[src/rtl/ftf_decoder_16_if.sv]
// ftf_decoder_16_if
//   Bus bundle for the FTF decoder: codeword input handshake plus decoded-word
//   output handshake.
//   code_in/in_valid/in_ready     : upstream codeword handshake
//   data_out/err_out/out_valid/out_ready : downstream decoded-word handshake
//   modport slave  : decoder side
//   modport master : link/consumer side
`ifndef FBLEN16
`define FBLEN16 12
`endif

interface ftf_decoder_16_if #(
  parameter int CW = 16,
  parameter int DW = `FBLEN16
);
  logic [CW-1:0] code_in;
  logic          in_valid;
  logic          in_ready;
  logic [DW-1:0] data_out;
  logic          err_out;
  logic          out_valid;
  logic          out_ready;

  modport slave (
    input  code_in, in_valid, out_ready,
    output in_ready, data_out, err_out, out_valid
  );

  modport master (
    output code_in, in_valid, out_ready,
    input  in_ready, data_out, err_out, out_valid
  );
endinterface

[src/rtl/ftf_decoder_16.sv]
// ftf_decoder_16
//   Receiver stage for 16-wire FTF codewords. Rebuilds the binary word as a
//   Fibonacci-weighted sum in two pipeline stages (low/high byte partial sums,
//   then final add), with valid/ready on both sides and an overflow flag that
//   travels with each word plus a saturating overflow counter.
//   clock     : rising-edge clock
//   reset     : synchronous, active-high, highest priority
//   bus       : ftf_decoder_16_if.slave (code_in/in_valid/in_ready in,
//               data_out/err_out/out_valid/out_ready out)
//   err_count : number of delivered words flagged as overflowed, saturating
`ifndef FBLEN16
`define FBLEN16 12
`endif
`ifndef FNS01
`define FNS01 1
`define FNS02 2
`define FNS03 3
`define FNS04 5
`define FNS05 8
`define FNS06 13
`define FNS07 21
`define FNS08 34
`define FNS09 55
`define FNS10 89
`define FNS11 144
`define FNS12 233
`define FNS13 377
`define FNS14 610
`define FNS15 987
`define FNS16 1597
`define FNS17 2584
`endif

module ftf_decoder_16 #(
  parameter int CW   = 16,
  parameter int DW   = `FBLEN16,
  parameter int ERRW = 16
) (
  input  logic            clock,
  input  logic            reset,
  ftf_decoder_16_if.slave bus,
  output logic [ERRW-1:0] err_count
);

  // Weight of codeword bit idx; bit 0 weighs 1, bit i weighs FNS(i+1).
  function automatic logic [DW:0] weight(input logic [3:0] idx);
    logic [DW:0] w;
    case (idx)
      4'd0:    w = (DW+1)'(`FNS01);
      4'd1:    w = (DW+1)'(`FNS02);
      4'd2:    w = (DW+1)'(`FNS03);
      4'd3:    w = (DW+1)'(`FNS04);
      4'd4:    w = (DW+1)'(`FNS05);
      4'd5:    w = (DW+1)'(`FNS06);
      4'd6:    w = (DW+1)'(`FNS07);
      4'd7:    w = (DW+1)'(`FNS08);
      4'd8:    w = (DW+1)'(`FNS09);
      4'd9:    w = (DW+1)'(`FNS10);
      4'd10:   w = (DW+1)'(`FNS11);
      4'd11:   w = (DW+1)'(`FNS12);
      4'd12:   w = (DW+1)'(`FNS13);
      4'd13:   w = (DW+1)'(`FNS14);
      4'd14:   w = (DW+1)'(`FNS15);
      4'd15:   w = (DW+1)'(`FNS16);
      default: w = '0;
    endcase
    return w;
  endfunction

  // Weighted sum of one byte of the codeword; base selects which byte.
  function automatic logic [DW:0] byte_sum(input logic [7:0] bits, input logic [3:0] base);
    logic [DW:0] acc;
    acc = '0;
    for (int i = 0; i < 8; i++) begin
      if (bits[i]) begin
        acc = acc + weight(base + 4'(i));
      end else begin
        acc = acc;
      end
    end
    return acc;
  endfunction

  logic            s1_v_q, s1_v_d;
  logic [DW:0]     s1_lo_q, s1_lo_d;
  logic [DW:0]     s1_hi_q, s1_hi_d;
  logic            out_valid_q, out_valid_d;
  logic [DW-1:0]   data_q, data_d;
  logic            err_q, err_d;
  logic [ERRW-1:0] err_count_q, err_count_d;

  logic [CW-1:0]   code_s;
  logic            s2_free;
  logic            in_ready_s;
  logic            in_xfer;
  logic            s1_adv;
  logic            out_xfer;
  logic [DW:0]     sum_s;

  // Handshake decode and next-state for both pipeline stages and the counter.
  always_comb begin
    code_s      = bus.code_in;
    s2_free     = !out_valid_q || bus.out_ready;
    in_ready_s  = !s1_v_q || s2_free;
    in_xfer     = bus.in_valid && in_ready_s;
    s1_adv      = s1_v_q && s2_free;
    out_xfer    = out_valid_q && bus.out_ready;
    // Carry out of the final add lands in bit DW and becomes the overflow flag.
    sum_s       = s1_lo_q + s1_hi_q;

    s1_v_d      = s1_v_q;
    s1_lo_d     = s1_lo_q;
    s1_hi_d     = s1_hi_q;
    out_valid_d = out_valid_q;
    data_d      = data_q;
    err_d       = err_q;
    err_count_d = err_count_q;

    // S1 loads on input transfer; it empties only if it advanced without a refill.
    if (in_xfer) begin
      s1_v_d  = 1'b1;
      s1_lo_d = byte_sum(code_s[7:0], 4'd0);
      s1_hi_d = byte_sum(code_s[15:8], 4'd8);
    end else if (s1_adv) begin
      s1_v_d = 1'b0;
    end else begin
      s1_v_d = s1_v_q;
    end

    // Output register refills from S1 or drains; otherwise it holds through a stall.
    if (s1_adv) begin
      out_valid_d = 1'b1;
      data_d      = sum_s[DW-1:0];
      err_d       = sum_s[DW];
    end else if (out_xfer) begin
      out_valid_d = 1'b0;
    end else begin
      out_valid_d = out_valid_q;
    end

    // Count delivered overflowed words, sticking at all-ones.
    if (out_xfer && err_q && (err_count_q != {ERRW{1'b1}})) begin
      err_count_d = err_count_q + ERRW'(1);
    end else begin
      err_count_d = err_count_q;
    end
  end

  // Pipeline and counter registers; reset discards anything in flight.
  always_ff @(posedge clock) begin
    if (reset) begin
      s1_v_q      <= 1'b0;
      s1_lo_q     <= '0;
      s1_hi_q     <= '0;
      out_valid_q <= 1'b0;
      data_q      <= '0;
      err_q       <= 1'b0;
      err_count_q <= '0;
    end else begin
      s1_v_q      <= s1_v_d;
      s1_lo_q     <= s1_lo_d;
      s1_hi_q     <= s1_hi_d;
      out_valid_q <= out_valid_d;
      data_q      <= data_d;
      err_q       <= err_d;
      err_count_q <= err_count_d;
    end
  end

  assign bus.in_ready  = in_ready_s;
  assign bus.data_out  = data_q;
  assign bus.err_out   = err_q;
  assign bus.out_valid = out_valid_q;
  assign err_count     = err_count_q;

endmodule

[src/flat_wrapper.sv]
// flat-port wrapper written by rule: the top's interface ports become plain ports
module ftf_decoder_16_flat 
#(
  parameter int CW   = 16,
  parameter int DW   = `FBLEN16,
  parameter int ERRW = 16
)
  (clock, reset, err_count, bus_code_in, bus_in_valid, bus_out_ready, bus_in_ready, bus_data_out, bus_err_out, bus_out_valid);
  ftf_decoder_16_if #(.CW(CW), .DW(DW)) bus_i ();
  input  logic clock;
  input  logic reset;
  output logic [ERRW-1:0] err_count;
  input wire logic [$bits(bus_i.code_in)-1:0] bus_code_in;
  input wire logic [$bits(bus_i.in_valid)-1:0] bus_in_valid;
  input wire logic [$bits(bus_i.out_ready)-1:0] bus_out_ready;
  output wire logic [$bits(bus_i.in_ready)-1:0] bus_in_ready;
  output wire logic [$bits(bus_i.data_out)-1:0] bus_data_out;
  output wire logic [$bits(bus_i.err_out)-1:0] bus_err_out;
  output wire logic [$bits(bus_i.out_valid)-1:0] bus_out_valid;
  assign bus_i.code_in = bus_code_in;
  assign bus_i.in_valid = bus_in_valid;
  assign bus_i.out_ready = bus_out_ready;
  assign bus_in_ready = bus_i.in_ready;
  assign bus_data_out = bus_i.data_out;
  assign bus_err_out = bus_i.err_out;
  assign bus_out_valid = bus_i.out_valid;
  ftf_decoder_16 #(.CW(CW), .DW(DW), .ERRW(ERRW)) u_core (.clock(clock), .reset(reset), .bus(bus_i), .err_count(err_count));
endmodule
[config.mk]
export PLATFORM = sky130hd
export DESIGN_NAME = ftf_decoder_16_flat
export DESIGN_NICKNAME = d
export VERILOG_FILES = /design/src/rtl/ftf_decoder_16_if.sv /design/src/rtl/ftf_decoder_16.sv /design/src/flat_wrapper.sv
export SDC_FILE = /design/constraint.sdc
export NUM_CORES = 1
export LEC_CHECK = 0
export CAP_MARGIN = 20
export CORE_ASPECT_RATIO = 0.5
export CORE_MARGIN = 1.5
export CORE_UTILIZATION = 50
export DETAILED_ROUTE_END_ITERATION = 7
export PLACE_DENSITY = 0.79
export REMOVE_ABC_BUFFERS = 1
export SETUP_SLACK_MARGIN = 0.5
export SLEW_MARGIN = 10
export SYNTH_ARGS = -nofsm -noshare
export SYNTH_HDL_FRONTEND = slang
export SYNTH_SLANG_ARGS = --single-unit
[constraint.sdc]
create_clock -name clock -period 15.5 [get_ports clock]
set_input_delay 3.1 -clock clock [delete_from_list [all_inputs] [get_ports clock]]
set_output_delay 3.1 -clock clock [all_outputs]
set_load 0.02 [all_outputs]
# Word-level counts from Yosys, hierarchy flattened

Index checks and enable logic that the tools add are counted.

Output and inout port bits: 31
Flip-flop bits (word level): 57
Logic and storage cells: 97
Input bits: 20

Add/subtract/negate cells: 16
Reductions and logical operators: 11
Equality and inequality tests: 1
Mux-type cells: 62

Operators by type and width:

| kind                                                            | number |
|---|---|
| 13-bit two-way mux                                              | 56 |
| 13-bit adder                                                    | 15 |
| 16-bit by 1-bit adder with 16-bit output, second input constant | 1 |
| 16-bit != test, second input constant                           | 1 |
| 6-bit two-way mux                                               | 1 |
| 1-bit logical AND                                               | 5 |
| 1-bit two-way mux                                               | 5 |
| 2-bit nonzero test                                              | 2 |
| 1-bit logical NOT                                               | 2 |
| 1-bit logical OR                                                | 2 |

# Logic depth before layout (Yosys ltp)

Depth in word-level cells: 25
Mapped depth: 20
Gate-level depth less buffers: 19

# Least setup slack after synthesis

Ideal clock, no wire load.

Path kind: input-to-reg
From: input port bus_code_in[8]
To: register u_core.s1_hi_q[10]
Arrival: 6.964 ns
Library setup time: 0.086 ns
Stages on the path: 20
Buffers on the path: 1
Required time: 15.414 ns
Setup slack: 8.450 ns
Cells stage by stage: inv_1 > fa_1 > clkbuf_1 > inv_1 > ha_1 > nand2_1 > xor2_1 > inv_1 > ha_1 > and2_1 > xor3_1 > o2111a_1 > xor3_1 > or3_1 > nor3_1 > nor2_1 > nand2_1 > o2111ai_1 > xor2_1 > a211oi_1

Longest elaborated chain between the ends: 22

Ends and longest elaborated chain:

| what                 | line                  | text |
|---|---|---|
| start, declared      | flat_wrapper.sv:13    | `input wire logic [$bits(bus_i.code_in)-1:0] bus_code_in;` |
| 6-bit two-way mux *  | ftf_decoder_16.sv:75  | `if (bits[i]) begin` |
| 13-bit two-way mux * | ftf_decoder_16.sv:120 | `if (in_xfer) begin` |
| 13-bit adder         | ftf_decoder_16.sv:76  | `acc = acc + weight(base + 4'(i));` |
| 13-bit two-way mux * | ftf_decoder_16.sv:75  |  |
| 13-bit two-way mux * | ftf_decoder_16.sv:120 |  |
| 13-bit adder         | ftf_decoder_16.sv:76  |  |
| 13-bit two-way mux * | ftf_decoder_16.sv:75  |  |
| 13-bit two-way mux * | ftf_decoder_16.sv:120 |  |
| [... 6 more ...]     | -                     |  |
| 13-bit adder         | ftf_decoder_16.sv:76  |  |
| 13-bit two-way mux * | ftf_decoder_16.sv:75  |  |
| 13-bit two-way mux * | ftf_decoder_16.sv:120 |  |
| 13-bit adder         | ftf_decoder_16.sv:76  |  |
| 13-bit two-way mux * | ftf_decoder_16.sv:75  |  |
| 13-bit two-way mux * | ftf_decoder_16.sv:120 |  |
| 13-bit adder         | ftf_decoder_16.sv:76  |  |
| 13-bit two-way mux * | ftf_decoder_16.sv:75  |  |
| end signal, assigned | ftf_decoder_16.sv:162 | `s1_hi_q <= s1_hi_d;` |
| end, declared        | ftf_decoder_16.sv:86  | `logic [DW:0] s1_hi_q, s1_hi_d;` |

Every way passes the cells marked *; elsewhere a longest branch is shown, timed or not. The select of a mux whose other input is x is not followed.
A chain may end at the register's enable or synchronous reset.

# Worst setup path after layout

From: input port bus_code_in[11]
To: register u_core.s1_hi_q[10]

Longest elaborated chain between the ends: 13

Ends and longest elaborated chain:

| what                 | line |
|---|---|
| 13-bit two-way mux * | ftf_decoder_16.sv:75 |
| 13-bit two-way mux * | ftf_decoder_16.sv:120 |
| 13-bit adder         | ftf_decoder_16.sv:76 |
| 13-bit two-way mux * | ftf_decoder_16.sv:75 |
| 13-bit two-way mux * | ftf_decoder_16.sv:120 |
| 13-bit adder         | ftf_decoder_16.sv:76 |
| 13-bit two-way mux * | ftf_decoder_16.sv:75 |
| 13-bit two-way mux * | ftf_decoder_16.sv:120 |
| 13-bit adder         | ftf_decoder_16.sv:76 |
| 13-bit two-way mux * | ftf_decoder_16.sv:75 |
| 13-bit two-way mux * | ftf_decoder_16.sv:120 |
| 13-bit adder         | ftf_decoder_16.sv:76 |
| 13-bit two-way mux * | ftf_decoder_16.sv:75 |

Marked as above.

==> impl_metrics.json <==
{
  "skew_ns": 0.00374,
  "synth_edf_count": 0,
  "wl_mm": 8.81,
  "grt_max_degree": 53,
  "use_met3": 0.0203,
  "drt_iter0_markers": 162,
  "ir_worst_vdd_mv": 0.0502,
  "hp-class": "flip-flop to flip-flop",
  "gr-usage-met1": 0.241,
  "timing.fmax_mhz": 126,
  "period_needed_ns": 7.95,
  "cellLeakagePower_nw": 2.01,
  "finalHoldViolCount": 0,
  "setup_tns_ns": 0,
  "cts_buffers": 5,
  "antenna_found_initial": 0,
  "grt.busiest_layer": "met2",
  "synth-xor-area-share": 0.182,
  "syn_area_mm2": 0.00461,
  "dr_total_vias": 3946,
  "nets": 646,
  "final_core_util": 0.598,
  "worst_pin_slew_ns": 0.922,
  "grt_pass1_wl_mm": 15.4,
  "antenna_cells": 0,
  "worst_ep_arrival_time_ns": 8.15,
  "synth_fa_ha_area_frac": 0.0792,
  "hold_buffers": 0,
  "critPathRequiredTime_ns": 15.70,
  "remaining_drc_errors": 0,
  "status": "finished clean",
  "fin_area_mm2": 0.00528,
  "p_total_w": 0.000484,
  "rsz0062_at_grt": "false",
  "setup_viol": 0,
  "path_class": "input pin to flip-flop",
  "wl_per_cell_um": 12.3,
  "ys_seq_area_frac": 0.226,
  "antenna_left": 0,
  "synth_compound_area_frac": 0.200,
  "die_w_um": 139,
  "die_area_mm2": 0.00985,
  "dp_hpwl_mm": 6.75,
  "ioPinCount": 51,
  "clk_pin_slew_ns": 0.07,
  "cts_tree": "done",
  "grt.overflow.total": 0,
  "synth-simple-area-share": 0.236,
  "ys.flop_type": "dfxtp_1",
  "synthCells": 568,
  "synthMuxAreaShare": 0.0331,
  "htreeDepth": 2,
  "ctsResizeCount": 0,
  "core-area_mm2": 0.00883,
  "gp_congestion": 0.848,
  "startpoint_type": "input pin",
  "cp-end-kind": "flip-flop",
  "dr.pass1.iters": 5,
  "io_buffer_count": 50,
  "ys_seq_elements": 52,
  "r2r_slack_ns": 12.91,
  "avgViaCountPerCell": 5.51,
  "final_cell_mix": "67 x nand2_1, 55 x nor2_1, 52 x dfxtp_1",
  "numClockSinks": 52,
  "syn_area_per_cell_um2": 8.12,
  "area_growth_syn_to_layout_pct": 14.3,
  "min_period_over_period": 0.513,
  "clockBufferDepth": 2,
  "final_layout_size_suffix_gt1_frac": 0.0718,
  "grt_pass1_vias": 3584,
  "grt_use_met2": 0.318,
  "synth_top_family_by_area": "simple AND/OR/NAND/NOR gates",
  "initial_core_util": 0.523,
  "die_h_um": 70.9,
  "track_usage": 0.180,
  "yosysTopAreaCell": "dfxtp_1",
  "cap_violations": 0,
  "slew_headroom": 0.386,
  "root_buffer": "clkbuf_16",
  "layout_commonest_cell": "nand2_1",
  "placedInstanceArea_mm2": 0.00512,
  "async_flop_share": 0,
  "powerDensity_mw_per_mm2": 91.7,
  "yosysWarnings": 0,
  "critPathMaxFanout": 16,
  "cts_setup_buffers": 0,
  "report.final.slew_viol_count": 0,
  "fp-row-count": 24,
  "synth.area.top_cells": "dfxtp_1 23%, ha_1 7.1%, xor2_1 7.0%",
  "clk_latency_ns": 0.29,
  "synth_top_area_frac": 0.226,
  "synth.distinct_cells": 81
}
[final timing paths]
kind	cells after the start	end	startpoint
max	19	u_core.s1_hi_q[10]	bus_code_in[11]
min	2	u_core.bus.data_out[6]	u_core.bus.data_out[6]
max reg2reg	14	u_core.bus.err_out	u_core.s1_lo_q[0]
min reg2reg	2	u_core.bus.data_out[6]	u_core.bus.data_out[6]
[worst max-delay path: stages]
cell and delay (ns):
clkdlybuf4s50_1 0.76, fa_1 0.82, inv_1 0.08, ha_1 0.21, nand2_1 0.08, xor2_1 0.49, inv_1 0.09, ha_1 0.25
and2_1 0.18, xor3_1 0.25, o2111a_1 0.22, xor3_1 0.26, or3_1 0.42, nor3_1 0.19, nor2_1 0.06, nand2_1 0.12
o2111ai_1 0.15, xor2_1 0.18, a211oi_1 0.22
[power by group]
part / internal [W] / switching (W) / total (W)
logic: 0.0000968 / 0.000123 / 0.000220
clock network: 0.0000636 / 0.0000458 / 0.000109
registers: 0.000146 / 0.00000830 / 0.000154
[flip-flops by register name (all words and copies together) (netlist names)]
signal and count:
u_core.s1_lo_q 8, u_core.s1_v_q 1, u_core.s1_hi_q 13, u_core.bus.data_out 12, u_core.bus.out_valid 1, u_core.err_count 16, u_core.bus.err_out 1
[Yosys cell counts (all sizes together) (3+ instances only)]
cell type  instances
o311a              3
dfxtp             52
xnor2             40
and4               4
a21oi             37
nand4              8
nor4               6
clkbuf            17
ha                26
nand3             20
o21bai             4
mux2i              8
and2               4
nand2             67
a22oi              3
nor2b             13
xor2              40
a21o               6
nor2              55
a31oi              4
a211oi            15
nor3               6
mux2               5
nand2b            14
or2                3
and3               4
o2111ai            3
inv               18
or3                7
o41ai              3
o21ai             21
buf               11
[kinds of logic after synthesis]
family | count (synthesis)
and+or+nand+nor | 221
AOI/OAI and AO/OA | 125
xor gates and xnor gates | 82
DFF | 52
buffers and inverters | 47
adders and majority gates | 28
muxes | 13
[layer usage]
metal / vias to the layer above / wire length (um)
met5: - / 0
met4: 0 / 68
met3: 7 / 321
met2: 84 / 3980
met1: 1788 / 4430
li1: 2067 / -
[metrics by stage]
| step | instances | hold WS, ns | setup slack, ns |
|---|---|---|---|
| after floorplan | 540 | 0.430 | 8.55 |
| after global placement | 707 | 0.438 | 7.51 |
| after detailed placement | 707 | 0.444 | 7.25 |
| after CTS | 715 | 0.451 | 7.57 |
| after global routing | 716 | 0.465 | 7.08 |
| final | 716 | 0.448 | 7.55 |
[area by class of cell]
cell class,instances,area (um2)
fill,784,3550
multi-input combinational,469,3360
sequential,52,1040
timing repair buffer,51,503
tap,117,146
clock buffer,6,139
inverter,19,71.3
clock inverter,2,10.0
(Power assumes the default switching activity.)
